$ cat src/rtl/vga_timing_gen.sv
// Parametrised VGA timing generator: h/v counters, registered syncs, blanking and gated colour,
// line/frame strobes and pixel-replicated framebuffer coordinates.
module vga_timing_gen #(
  parameter int unsigned HW         = 640,
  parameter int unsigned HF         = 16,
  parameter int unsigned HS         = 96,
  parameter int unsigned HB         = 48,
  parameter int unsigned VW         = 480,
  parameter int unsigned VF         = 10,
  parameter int unsigned VS         = 2,
  parameter int unsigned VB         = 33,
  parameter bit          HS_POL     = 1'b0,
  parameter bit          VS_POL     = 1'b0,
  parameter int unsigned RW         = 3,
  parameter int unsigned GW         = 3,
  parameter int unsigned BW         = 2,
  parameter int unsigned CW         = 10,
  parameter int unsigned SCALE_LOG2 = 3,
  parameter int unsigned FCW        = 7,
  parameter int unsigned FRW        = 6
) (
  input  logic                 CLK,
  input  logic                 RST,
  input  logic                 PIX_EN,
  input  logic [RW-1:0]        RED,
  input  logic [GW-1:0]        GREEN,
  input  logic [BW-1:0]        BLUE,
  output logic [CW-1:0]        ROW,
  output logic [CW-1:0]        COLUMN,
  output logic [FRW-1:0]       FB_ROW,
  output logic [FCW-1:0]       FB_COL,
  output logic [FRW+FCW-1:0]   FB_ADDR,
  output logic [RW-1:0]        ROUT,
  output logic [GW-1:0]        GOUT,
  output logic [BW-1:0]        BOUT,
  output logic                 HSYNC,
  output logic                 VSYNC,
  output logic                 BLANK,
  output logic                 LINE_START,
  output logic                 FRAME_START
);

  localparam int unsigned HC = HW + HF + HS + HB;
  localparam int unsigned VC = VW + VF + VS + VB;
  localparam logic [CW-1:0] HLast = CW'(HC - 1);
  localparam logic [CW-1:0] VLast = CW'(VC - 1);

  logic [CW-1:0] h_q, h_d, v_q, v_d;
  logic [31:0]   h_w, v_w;
  logic          active, hsync_d, vsync_d;
  logic [RW-1:0] rout_q;
  logic [GW-1:0] gout_q;
  logic [BW-1:0] bout_q;
  logic          hsync_q, vsync_q, blank_q, line_start_q, frame_start_q;

  // Compare in 32 bits so sync/blank bounds equal to 2^CW cannot alias to zero.
  assign h_w = 32'(h_q);
  assign v_w = 32'(v_q);

  always_comb begin
    h_d = h_q;
    v_d = v_q;
    if (PIX_EN) begin
      if (h_q != HLast) begin
        h_d = h_q + 1'b1;
      end else begin
        h_d = '0;
        v_d = (v_q == VLast) ? '0 : v_q + 1'b1;
      end
    end
  end

  always_comb begin
    active  = (h_w < HW) && (v_w < VW);
    hsync_d = ((h_w >= HW + HF) && (h_w < HW + HF + HS)) ? HS_POL : ~HS_POL;
    vsync_d = ((v_w >= VW + VF) && (v_w < VW + VF + VS)) ? VS_POL : ~VS_POL;
  end

  always_ff @(posedge CLK or posedge RST) begin
    if (RST) begin
      h_q           <= '0;
      v_q           <= '0;
      rout_q        <= '0;
      gout_q        <= '0;
      bout_q        <= '0;
      hsync_q       <= ~HS_POL;
      vsync_q       <= ~VS_POL;
      blank_q       <= 1'b1;
      line_start_q  <= 1'b0;
      frame_start_q <= 1'b0;
    end else begin
      h_q           <= h_d;
      v_q           <= v_d;
      // Strobes run every CLK so a sparse PIX_EN still yields a single-cycle pulse.
      line_start_q  <= PIX_EN && (h_q == '0);
      frame_start_q <= PIX_EN && (h_q == '0) && (v_q == '0);
      if (PIX_EN) begin
        rout_q  <= active ? RED : '0;
        gout_q  <= active ? GREEN : '0;
        bout_q  <= active ? BLUE : '0;
        hsync_q <= hsync_d;
        vsync_q <= vsync_d;
        blank_q <= ~active;
      end
    end
  end

  assign ROW         = v_q;
  assign COLUMN      = h_q;
  assign FB_ROW      = FRW'(v_q >> SCALE_LOG2);
  assign FB_COL      = FCW'(h_q >> SCALE_LOG2);
  assign FB_ADDR     = {FB_ROW, FB_COL};
  assign ROUT        = rout_q;
  assign GOUT        = gout_q;
  assign BOUT        = bout_q;
  assign HSYNC       = hsync_q;
  assign VSYNC       = vsync_q;
  assign BLANK       = blank_q;
  assign LINE_START  = line_start_q;
  assign FRAME_START = frame_start_q;

endmodule
$ cat config.mk
export PLATFORM = sky130hd
export DESIGN_NAME = vga_timing_gen
export DESIGN_NICKNAME = d
export VERILOG_FILES = /design/src/rtl/vga_timing_gen.sv
export SDC_FILE = /design/constraint.sdc
export NUM_CORES = 1
export LEC_CHECK = 0
export ABC_AREA = 1
export BUFFER_PORTS_ARGS = -buffer_cell sky130_fd_sc_hd__buf_2
export CAP_MARGIN = 5
export CORE_MARGIN = 4
export CORE_UTILIZATION = 38
export DETAILED_ROUTE_END_ITERATION = 10
export PLACE_DENSITY = 0.65
export RECOVER_POWER = 50
export SYNTH_ARGS = -nofsm -noshare
export SYNTH_HDL_FRONTEND = slang
export SYNTH_SLANG_ARGS = --single-unit
$ cat constraint.sdc
create_clock -name CLK -period 3.3 [get_ports CLK]
set_input_delay 0.165 -clock CLK [delete_from_list [all_inputs] [get_ports CLK]]
set_output_delay 0.165 -clock CLK [all_outputs]
set_load 0.01 [all_outputs]
* Yosys cells after proc, flatten, opt, wreduce, memory -nomap -nowiden *
Cells that the tools add are included.

storage, ports and cells
  flip-flop bits (word level) = 33
  output and inout port bits = 59
  word-level logic and storage cells = 37
  input bits = 11

operators by class
  reduce and logical (&&, ||, !) cells = 8
  multiplexer cells = 7
  $add $sub $neg = 2
  equal/unequal tests = 2
  bitwise gates (word level) = 2
  $lt $le $gt $ge = 6

operators by type and width
  kind                                                                                  count
  10-bit by 1-bit adder with 10-bit output, second input constant                       2
  10-bit logical NOT                                                                    2
  10-bit less-than comparator, second input constant                                    2
  10-bit by 9-bit less-than comparator with 1-bit output, second input constant         2
  10-bit two-way mux                                                                    2
  10-bit == test, second input constant                                                 1
  10-bit greater-or-equal comparator, second input constant                             1
  10-bit by 9-bit greater-or-equal comparator with 1-bit output, second input constant  1
  10-bit != test, second input constant                                                 1
  3-bit two-way mux                                                                     2
  1-bit logical AND                                                                     5
  1-bit two-way mux                                                                     2
  2-bit two-way mux                                                                     1
  1-bit inverter                                                                        2
  2-bit AND reduction                                                                   1

* Depth between registers and ports, before layout *
  depth after elaboration = 3
  depth in mapped cells = 9
  depth with buffers taken out = 8

* Least setup slack after synthesis *
OpenSTA, ideal clock, no wires.

  path kind = register to register
  start point = register h_q[1] (netlist: COLUMN[1])
  end point = register v_q[5] (netlist: ROW[5])
  data required time = 3177 ps
  arrival time = 1253 ps
  setup time = 123 ps
  setup slack = 1925 ps
  stages on the path, launching flop included = 8
  path buffers = 1
  period minus slack after synthesis = 1375 ps
  cell sequence = dfrtp_1 ha_1 nand2_2 nor2_4 nand4_4 buf_6 nand2_1 o21ai_1

between the ends
  word-level cells in the longest chain between the ends = 3

RTL lines
  what                           line  RTL
  from (decl)                    48    logic [CW-1:0] h_q, h_d, v_q, v_d;
  from (signal assigned)         81    h_q <= '0;
  from (signal assigned)         92    h_q <= h_d;
  10-bit != test                 64    if (h_q != HLast) begin
  1-bit inverter (no line)       n/a
  2-bit AND reduction (no line)  n/a
  to (signal assigned)           93    v_q <= v_d;
  to (decl)                      48

Every way passes these cells.
A chain may end at the register's enable or synchronous reset.

==> flow_metrics.py <==
metrics = {
    "critical_path": {
        "setup.worst_path.end": "COLUMN[8]$_DFFE_PP0P_",
        "critPathMaxFanout": 33,
        "crit_type": "in2async",
        "cp_data_required_time_ps": 3360,
        "rrSetupSlack_ps": 1780,
        "start_kind": "primary input",
        "cp-startpoint": "RST",
        "regToRegEndpoint": "ROW[7]$_DFFE_PP0P_",
        "reg2reg_from": "COLUMN[0]$_DFFE_PP0P_",
        "rr_worst_depth": 6,
        "crit_arrival_ps": 2120,
        "critPathCaptureType": "async pin",
    },
    "drt": {
        "drc": 0,
        "first_pass_iters": 4,
        "viasPerCell": 4.592,
        "postRouteAntennaNets": 0,
        "finalWirelength_um": 4278,
        "initialDrtViolationCount": 42,
        "post_drt_wl_per_cell_um": 12.05,
        "dr_total_vias": 1630,
    },
    "clock_tree": {
        "cts_root_buf": "clkbuf_8",
        "cts_tree": "yes",
        "hold_buffers": 1,
        "clk_latency_ps": 280,
        "clock_path_buffers": 2,
        "cts_resized": 0,
        "cts_made_buffers": 5,
        "cts.sinks": 33,
        "htreeDepth": 2,
        "post_cts_buffers": 0,
        "path_clk_slew_ps": 60,
    },
    "floorplan": {
        "die_w_um": 80.15,
        "row_count": 25,
        "die_y_um": 80.15,
        "io_pins": 70,
        "die_area_um2": 6424,
        "start_util": 0.4054,
        "core_area_um2": 4880,
    },
    "layout": {
        "diodes": 0,
        "area_growth_pct": 13.22,
        "final_nets": 302,
        "drive_above_1_share": 0.2535,
        "design_area_um2": 2240,
    },
    "global_routing": {
        "top_usage_layer": "met2",
        "overflow": 0,
        "grt_pass1_wl_um": 7113,
        "grt.total_usage": 0.1414,
        "use_met1": 0.1799,
        "antenna_found_initial": 0,
        "grt_use_met3": 0.03475,
        "grt_pass1_vias": 1459,
        "grt_max_degree": 34,
        "grt.met2_usage": 0.2343,
    },
    "yosys": {
        "synth_edf_count": 0,
        "netlist_area_um2": 1978,
        "syn_nets": 255,
        "ys_async_sr_fraction": 1.000,
        "synthAdderAreaFrac": 0.02530,
        "yosysTopAreaCellShare": 0.3795,
        "synthSimpleGateAreaFrac": 0.3175,
        "syn_area_per_cell_um2": 8.242,
        "synth-xor-area-share": 0.03099,
        "synth_flop_cell": "dfrtp_1",
        "synth.area.mux_share": 0,
        "synth_common_cells": "63 x nand2_1, 30 x dfrtp_1, 27 x buf_4",
        "synthDistinctLibCells": 30,
        "ys_warn_count": 0,
        "yosys.area.top_type": "dfrtp_1",
        "synth_compound_area_frac": 0.04934,
        "synth_area_leaders": "dfrtp_1 38%, nand2_1 12%, buf_4 10%",
        "syn_inst": 240,
        "synth-seq-area-share": 0.4194,
        "yosysMostFrequentCell": "nand2_1",
        "synth_top_family_by_area": "simple AND/OR/NAND/NOR gates",
        "yosys_register_bits": 33,
    },
    "status": {
        "status": "complete, but fails checks",
        "violations": "max-capacitance violations, max-slew violations",
    },
    "sta": {
        "fmax_mhz": 486.0,
        "timing_max_transition_violations_final": 34,
        "finalSetupViolCount": 0,
        "finalCritPeriodShare": 0.6235,
        "period_minus_slack_ps": 2058,
        "setup_slack_ps": 1242,
        "rsz0062_at_grt": "no",
        "skew_ps": 5.393,
        "hold_viol": 0,
        "worstMarginPinSlew_ps": 1759,
        "timing.slew.headroom": -0.1723,
        "finalSetupTns_ps": 0,
    },
    "power": {
        "pwr_density_cell_nw_per_um2": 514.9,
        "peakVddDrop_mv": 0.2911,
        "leakage_uw": 0.001120,
    },
    "placed_design": {
        "dpl_cell_area_um2": 2186,
        "gp_congestion": 0.7889,
        "post-place-ws_ps": 1799,
        "dp_hpwl_um": 3191,
        "port_buffers": 69,
    },
    "run": {
        "maxCapViolations": 1,
    },
    "min_path": {
        "hold_class": "in2reg",
    },
}
[stage by stage]
stage	hold WS (ps)	cells	power, µW	utilization
CTS	65.30	355	1190	0.4669
global placement	276.6	346	885.1	0.4479
global route	75.75	355	1234	0.4590
floorplan	274.6	240	806.0	-
detailed placement	281.4	346	894.0	0.4479
finish	75.03	355	1153	0.4590
[where the power goes]
part           switching [µW]  internal [µW]  total, µW
logic                     211            118        329
clock network             142            146        288
registers                74.7            462        537
total                     428            725       1150
[state kept, by name, indices dropped and copies added (netlist names)]
register,flops
HSYNC,1
BOUT,2
GOUT,3
ROW,10
ROUT,3
LINE_START,1
BLANK,1
FRAME_START,1
VSYNC,1
COLUMN,10
[final cells by class]
class / count / area (µm²)
clock buffers: 6 / 72.57
clock inverters: 2 / 10.01
fillers: 529 / 2640
inverters: 22 / 82.58
multi-input cells: 154 / 837.1
flip-flops and latches: 33 / 829.5
well taps: 67 / 83.83
repair buffers: 71 / 324.1
[per-layer routing]
layer	up-vias	routed length (µm)	part of all wire
met5	-	0	0
met4	0	67	0.016
met3	7	294	0.069
met2	54	2028	0.47
met1	738	1887	0.44
li1	831	-	-
[critical path: stages]
cell and delay [ps]:
dlygate4sd3_1 530, buf_2 110, inv_1 40, clkbuf_1 1260
[how the worst min path moves through the flow]
stage,from,cells past startpoint,endpoint
6_report,BLUE[1],3,BOUT[1]$_DFFE_PP0P_
5_1_grt,RED[1],3,ROUT[1]$_DFFE_PP0P_
4_1_cts,GREEN[0],3,GOUT[0]$_DFFE_PP0P_
3_5_place_dp,RST,3,ROUT[2]$_DFFE_PP0P_
3_3_place_gp,RST,3,ROUT[2]$_DFFE_PP0P_
2_1_floorplan,BLUE[0],2,BOUT[0]$_DFFE_PP0P_
[cell families after synthesis]
kind of cell / count (synthesis)
buffers and inverters: 53
XOR/XNOR: 7
flip-flops: 33
AND/OR/NAND/NOR: 128
adder cells (fa/ha/maj): 4
AO/OA/AOI/OAI: 15
[cells in the final DEF (no fill, tap or decap)]
cell type / n
nand3_1: 13
buf_2: 41
clkbuf_1: 30
nand2_1: 63
clkinv_2: 2
nand3_4: 1
nand3b_1: 2
inv_1: 18
ha_1: 4
or2_2: 1
inv_2: 4
clkbuf_8: 5
nand4_1: 6
nand4_4: 1
nor3_1: 4
nand2_2: 3
dfrtp_1: 30
a41oi_1: 2
a211oi_4: 1
nor2_1: 23
xnor2_1: 2
nand3_2: 2
nor2_4: 2
nor2_8: 1
o21ai_1: 8
dlygate4sd3_1: 1
xor2_1: 5
a21oi_1: 3
nor3_2: 1
dfstp_2: 3
o21ai_0: 1
nor2_2: 5
Power figures use the tool's default switching activity.
